<file path="src/rtl/if_id_pkg.sv">
// rtl/if_id_pkg.sv - shared bus widths, entry type, NOP constant and byte-swap helper for the IF->ID queue
`ifndef IF_ID_DEFINES
`define IF_ID_DEFINES
`define InstAddrBus 31:0
`define InstBus 31:0
`endif

package if_id_pkg;

    localparam int unsigned ADDR_W_DEF = 32;
    localparam int unsigned INST_W_DEF = 32;
    localparam logic [31:0] RV_NOP     = 32'h0000_0013;

    typedef struct packed {
        logic [`InstAddrBus] pc;
        logic [`InstBus]     inst;
    } if_entry_t;

    // Big-endian memory word to RISC-V little-endian instruction.
    function automatic logic [`InstBus] byte_swap(input logic [`InstBus] inst);
        return {inst[7:0], inst[15:8], inst[23:16], inst[31:24]};
    endfunction

endpackage

</file>
<file path="src/rtl/if_id_fifo.sv">
// rtl/if_id_fifo.sv - generic DEPTH x W FIFO storage with pointers, count and push/pop/clear
module if_id_fifo #(
    parameter int unsigned DEPTH = 2,
    parameter int unsigned W     = 64
) (
    input  logic         clk,
    input  logic         rst,
    input  logic         push,
    input  logic         pop,
    input  logic         clear,
    input  logic [W-1:0] wdata,
    output logic [W-1:0] rdata,
    output logic         full,
    output logic         empty
);

    localparam int unsigned PTR_W = $clog2(DEPTH);
    localparam int unsigned CNT_W = PTR_W + 1;

    logic [W-1:0]     mem_q [DEPTH];
    logic [PTR_W-1:0] rd_ptr_q, rd_ptr_d;
    logic [PTR_W-1:0] wr_ptr_q, wr_ptr_d;
    logic [CNT_W-1:0] count_q, count_d;
    logic             do_push;
    logic             do_pop;

    assign full    = (count_q == CNT_W'(DEPTH));
    assign empty   = (count_q == '0);
    assign do_push = push && !full && !clear;
    assign do_pop  = pop && !empty && !clear;
    assign rdata   = mem_q[rd_ptr_q];

    // Pointers wrap naturally since DEPTH is a power of two.
    always_comb begin
        rd_ptr_d = rd_ptr_q;
        wr_ptr_d = wr_ptr_q;
        count_d  = count_q;
        if (clear) begin
            rd_ptr_d = '0;
            wr_ptr_d = '0;
            count_d  = '0;
        end else begin
            if (do_push) wr_ptr_d = wr_ptr_q + 1'b1;
            if (do_pop)  rd_ptr_d = rd_ptr_q + 1'b1;
            case ({do_push, do_pop})
                2'b10:   count_d = count_q + 1'b1;
                2'b01:   count_d = count_q - 1'b1;
                default: count_d = count_q;
            endcase
        end
    end

    always_ff @(posedge clk or negedge rst) begin
        if (!rst) begin
            rd_ptr_q <= '0;
            wr_ptr_q <= '0;
            count_q  <= '0;
        end else begin
            rd_ptr_q <= rd_ptr_d;
            wr_ptr_q <= wr_ptr_d;
            count_q  <= count_d;
        end
    end

    always_ff @(posedge clk) begin
        if (do_push) mem_q[wr_ptr_q] <= wdata;
    end

    a_count_bound: assert property (@(posedge clk) disable iff (!rst) count_q <= CNT_W'(DEPTH));

endmodule

</file>
<file path="src/rtl/if_id_queue.sv">
// rtl/if_id_queue.sv - IF->ID pipeline queue with byte swap, empty masking and misalign flag
// Optional perf counters (stall_cnt/bubble_cnt) under IF_ID_PERF_CNT_EN.
module if_id_queue
    import if_id_pkg::*;
#(
    parameter int unsigned ADDR_W    = ADDR_W_DEF,
    parameter int unsigned INST_W    = INST_W_DEF,
    parameter int unsigned DEPTH     = 2,
    parameter int unsigned BYTE_SWAP = 1
) (
    input  logic              clk,
    input  logic              rst,
    input  logic              if_valid,
    output logic              if_ready,
    input  logic [ADDR_W-1:0] if_pc,
    input  logic [INST_W-1:0] if_inst,
    input  logic              flush,
    output logic              id_valid,
    input  logic              id_ready,
    output logic [ADDR_W-1:0] id_pc,
    output logic [INST_W-1:0] id_inst,
`ifdef IF_ID_PERF_CNT_EN
    output logic [31:0]       stall_cnt,
    output logic [31:0]       bubble_cnt,
`endif
    output logic              id_misalign
);

    localparam int unsigned W      = ADDR_W + INST_W;
    localparam int unsigned NBYTES = INST_W / 8;

    logic [INST_W-1:0] swapped;
    logic [W-1:0]      head;
    logic              full;
    logic              empty;
    logic              push;
    logic              pop;

    generate
        if (BYTE_SWAP != 0 && INST_W == 32) begin : g_swap32
            assign swapped = byte_swap(if_inst);
        end else if (BYTE_SWAP != 0) begin : g_swapn
            for (genvar k = 0; k < NBYTES; k++) begin : g_byte
                assign swapped[8*(NBYTES-1-k) +: 8] = if_inst[8*k +: 8];
            end
        end else begin : g_pass
            assign swapped = if_inst;
        end
    endgenerate

    // if_ready comes from the registered count only, keeping id_ready off the IF path.
    assign if_ready = !full;
    assign id_valid = !empty;
    assign push     = if_valid && if_ready && !flush;
    assign pop      = id_valid && id_ready && !flush;

    if_id_fifo #(
        .DEPTH (DEPTH),
        .W     (W)
    ) u_fifo (
        .clk   (clk),
        .rst   (rst),
        .push  (push),
        .pop   (pop),
        .clear (flush),
        .wdata ({if_pc, swapped}),
        .rdata (head),
        .full  (full),
        .empty (empty)
    );

    assign id_pc       = empty ? '0 : head[W-1 -: ADDR_W];
    assign id_inst     = empty ? '0 : head[INST_W-1:0];
    assign id_misalign = !empty && (head[INST_W +: 2] != 2'b00);

`ifdef IF_ID_PERF_CNT_EN
    logic [31:0] stall_cnt_q, stall_cnt_d;
    logic [31:0] bubble_cnt_q, bubble_cnt_d;

    always_comb begin
        stall_cnt_d  = stall_cnt_q;
        bubble_cnt_d = bubble_cnt_q;
        if (if_valid && !if_ready && stall_cnt_q != 32'hFFFF_FFFF)
            stall_cnt_d = stall_cnt_q + 32'd1;
        if (id_ready && !id_valid && bubble_cnt_q != 32'hFFFF_FFFF)
            bubble_cnt_d = bubble_cnt_q + 32'd1;
    end

    always_ff @(posedge clk or negedge rst) begin
        if (!rst) begin
            stall_cnt_q  <= '0;
            bubble_cnt_q <= '0;
        end else begin
            stall_cnt_q  <= stall_cnt_d;
            bubble_cnt_q <= bubble_cnt_d;
        end
    end

    assign stall_cnt  = stall_cnt_q;
    assign bubble_cnt = bubble_cnt_q;
`endif

endmodule
</file>
<file path="config.mk">
export PLATFORM = sky130hd
export DESIGN_NAME = if_id_queue
export DESIGN_NICKNAME = d
export VERILOG_FILES = /design/src/rtl/if_id_pkg.sv /design/src/rtl/if_id_fifo.sv /design/src/rtl/if_id_queue.sv
export SDC_FILE = /design/constraint.sdc
export NUM_CORES = 1
export LEC_CHECK = 0
export BUFFER_PORTS_ARGS = -buffer_cell sky130_fd_sc_hd__buf_2
export CORE_ASPECT_RATIO = 0.5
export CORE_MARGIN = 2
export CORE_UTILIZATION = 45
export CTS_CLUSTER_SIZE = 28
export DETAILED_ROUTE_END_ITERATION = 7
export PLACE_DENSITY_LB_ADDON = 0.05
export SLEW_MARGIN = 0
export SYNTH_ARGS = -nofsm -noshare
export SYNTH_HDL_FRONTEND = slang
export SYNTH_SLANG_ARGS = --single-unit
</file>
<file path="constraint.sdc">
create_clock -name clk -period 7.2 [get_ports clk]
set_input_delay 1.08 -clock clk [delete_from_list [all_inputs] [get_ports clk]]
set_output_delay 1.08 -clock clk [all_outputs]
set_load 0.01 [all_outputs]
</file>
==> results.py <==
metrics = {
    "run_status": {
        "status": "finished, final reports clean",
    },
    "drt": {
        "detailedRoute.firstPassIterationCount": 4,
        "dr_total_vias": 2899,
        "via_per_inst": 4.82,
        "postRouteAntennaNets": 0,
        "post-route-drc-count": 0,
        "post_drt_wl_per_cell_um": 16.1,
        "finalWirelength_um": 9660,
        "detailedRoute.firstIterationViolations": 164,
    },
    "power_and_ir_drop": {
        "power.clock.fraction_pct": 41.9,
        "ir_drop_mv": 0.189,
        "switching_share_pct": 22.2,
        "fin_total_pwr_mw": 1.81,
        "total_leakage_power_nw": 2.45,
        "internal-power_mw": 1.41,
        "sequentialPowerShare_pct": 49.7,
        "power.density_cell_area_nw_per_um2": 282,
        "combinationalPowerShare_pct": 8.4,
        "switching_power_mw": 0.403,
    },
    "cells_and_area": {
        "antenna-diode-count": 0,
        "drive_gt1_share_pct": 37.9,
        "syn2layout_area_growth_pct": 26.2,
        "layout.nets": 514,
        "layout.cells.most_common": "sky130_fd_sc_hd__buf_2",
        "mostFrequentLayoutCells": "sky130_fd_sc_hd__buf_2 (135), sky130_fd_sc_hd__edfxtp_1 (128), sky130_fd_sc_hd__nor2_1 (66)",
        "fillCellCount": 885,
    },
    "setup_path": {
        "crit_start": "u_fifo.rd_ptr_q$_DFFE_PN0P_",
        "rr_worst_depth": 5,
        "startpoint_type": "flop",
        "worst_setup_path_endpoint": "id_misalign",
        "timing.critical_path.fanout_max": 67,
        "cp_slowest_cell": "sky130_fd_sc_hd__dfrtp_4",
        "timing.critical_path.arrival_ns": 2.20,
        "max_stage_delay_ns": 1.20,
        "path_cells": "nor3_1 -> a211oi_1 -> buf_2",
        "required_ns": 6.12,
        "r2r_setup_slack_ns": 5.25,
        "r2r-end": "u_fifo.mem_q[1][31]$_DFFE_PP_",
        "endpoint_kind": "output port",
        "rr_startpoint": "u_fifo.count_q[1]$_DFFE_PN0P_",
        "critical_path_class": "reg -> out",
    },
    "floorplan": {
        "die_width_um": 154,
        "core_area_um2": 11000,
        "die_area_um2": 12200,
        "ios": 136,
        "core.rowCount": 27,
        "initial_core_util_pct": 46.1,
        "floorplan.die.height_um": 79.1,
    },
    "grt": {
        "number_of_global_route_vias_before_repair": 3050,
        "largest_net_degree_at_the_start_of_global_routing": 68,
        "gr-total-overflow": 0,
        "grt_pass1_wl_um": 15200,
        "number_of_antenna_violations_at_the_first_check_in_global_routing": 0,
        "grt_util_all_layers_pct": 16.7,
    },
    "timing": {
        "timing_hold_violations_final": 0,
        "setup-violations-final": 0,
        "setup_total_negative_slack_ns": 0,
        "max_slew.worst_pin.slew_ns": 1.15,
        "final_min_period_over_clock_period_pct": 45.6,
        "final.hold.worst_slack_ns": 0.485,
        "rsz_0062_raised_after_global_routing": "no",
        "max_freq_ghz": 0.304,
        "finalClockSkew_ns": 0.00782,
        "slew_viol_final": 0,
        "slew_headroom_pct": 23.1,
        "post-route-min-period_ns": 3.28,
    },
    "job": {
        "maxCapViolations": 0,
    },
    "yosys": {
        "post_synth_and_or_nand_nor_area_fraction_pct": 6.08,
        "syn_inst": 301,
        "synth_fp_nets": 370,
        "synthesized_area_fraction_occupied_by_adder_cells_pct": 0,
        "synth.ff_latch_count": 132,
        "yosysWarnings": 0,
        "synth.mux.area_fraction_pct": 12.8,
        "synth_top_family_by_area": "multiplexers",
        "yosys.area_share.xor_xnor_pct": 0.172,
        "synth_area_per_cell_um2": 16.9,
        "synth-compound-area-share_pct": 1.03,
        "yosysSeqAreaShare_pct": 77.6,
        "post_synth_instance_area_um2": 5080,
        "netlist-cell-type-count": 23,
    },
    "worst_hold_path": {
        "min-delay-path-class": "in -> async",
    },
    "cts": {
        "root_buffer": "sky130_fd_sc_hd__clkbuf_16",
        "cts.clk_slew.worst_paths_ns": 0.05,
        "cts_setup_buffers": 0,
        "post_cts_resize_count": 0,
        "clock_sink_count": 132,
        "insertion_delay_ns": 0.40,
        "cts_tree": "done",
        "longest_clk_path_bufs": 2,
        "cts.htree.levels": 4,
        "cts_inserted_buffers": 17,
        "cts_hold_repair.buffers": 0,
    },
    "place": {
        "place.port_buffers": 135,
        "finalWeightedCongestion": 0.721,
        "dpl.hpwl_um": 6110,
    },
}
[layer usage]
metal	up-vias	GRT usage [%]	share of wire (%)
met5	-	0	0
met4	0	5.74	1.5
met3	15	5.73	6.3
met2	97	27.9	47
met1	1378	20.7	45
li1	1409	-	-
[Yosys cell counts (all sizes together)]
cell type,n,area share [%]
o211ai,1,0.15
nand2,1,0.074
nor3,2,0.20
or2,1,0.12
a21oi,4,0.39
nor2,67,4.9
a211oi,1,0.15
xor2,1,0.17
a21o,1,0.15
nor2b,1,0.17
nor3b,2,0.30
dfrtp,4,2.0
or3,1,0.12
edfxtp,128,76
mux2i,65,13
o21ai,2,0.20
buf,14,2.0
inv,3,0.22
nand3b,1,0.15
clkbuf,1,0.074
[power by group through the flow]
stage,registers [mW],logic (mW),clock network (mW)
2_1_floorplan,0.900,0.104,0
3_3_place_gp,0.915,0.150,0
3_5_place_dp,0.916,0.155,0
4_1_cts,0.901,0.155,0.777
5_1_grt,0.904,0.169,0.813
6_report,0.900,0.152,0.759
[state kept, by name, indices dropped and copies added (netlist names)]
register,flops
u_fifo.mem_q,128
u_fifo.count_q,2
u_fifo.rd_ptr_q,1
u_fifo.wr_ptr_q,1
[how the worst min path moves through the flow]
stage | to | slack (ns) | cells past startpoint
after global routing | u_fifo.wr_ptr_q$_DFFE_PN0P_ | 0.46 | 1
after floorplan | u_fifo.wr_ptr_q$_DFFE_PN0P_ | 0.53 | 2
after detailed placement | u_fifo.wr_ptr_q$_DFFE_PN0P_ | 0.59 | 2
after global placement | u_fifo.wr_ptr_q$_DFFE_PN0P_ | 0.56 | 2
final | u_fifo.wr_ptr_q$_DFFE_PN0P_ | 0.48 | 1
after CTS | u_fifo.wr_ptr_q$_DFFE_PN0P_ | 0.47 | 1
[cells by family (layout without fill, tap and decap cells)]
| group | count (synthesis) | count (layout) |
|---|---|---|
| AO/OA/AOI/OAI | 9 | 9 |
| XOR/XNOR | 1 | 1 |
| buffers and inverters | 18 | 173 |
| flip-flops | 132 | 132 |
| multiplexers | 65 | 65 |
| AND/OR/NAND/NOR | 76 | 76 |
[worst max-delay path: cells and delay by family (launching register included)]
kind	cells	cell delay (ns)
flops	1	1.20
simple gates	1	0.14
compound gates	1	0.28
buf+inv	1	0.18
[metrics by stage]
| step | util, % | instances | setup WS (ns) | area (µm²) |
|---|---|---|---|---|
| 2_1_floorplan | - | 301 | 0.815 | 5080 |
| 3_3_place_gp | 53.5 | 571 | 4.33 | 5890 |
| 3_5_place_dp | 53.5 | 571 | 4.28 | 5890 |
| 4_1_cts | 58.2 | 601 | 3.86 | 6410 |
| 5_1_grt | 58.2 | 601 | 3.70 | 6410 |
| 6_report | 58.2 | 601 | 3.92 | 6410 |
[area by class of cell]
| type | count | area [µm²] | share of cell area, % |
|---|---|---|---|
| multi-input combinational | 151 | 1040 | 16.2 |
| clock inverter | 12 | 92.6 | 1.44 |
| sequential | 132 | 3950 | 61.5 |
| inverter | 3 | 11.3 | 0.176 |
| timing repair buffer | 140 | 713 | 11.1 |
| tap | 145 | 181 | 2.83 |
| clock buffer | 18 | 429 | 6.69 |
(Power assumes the default switching activity.)
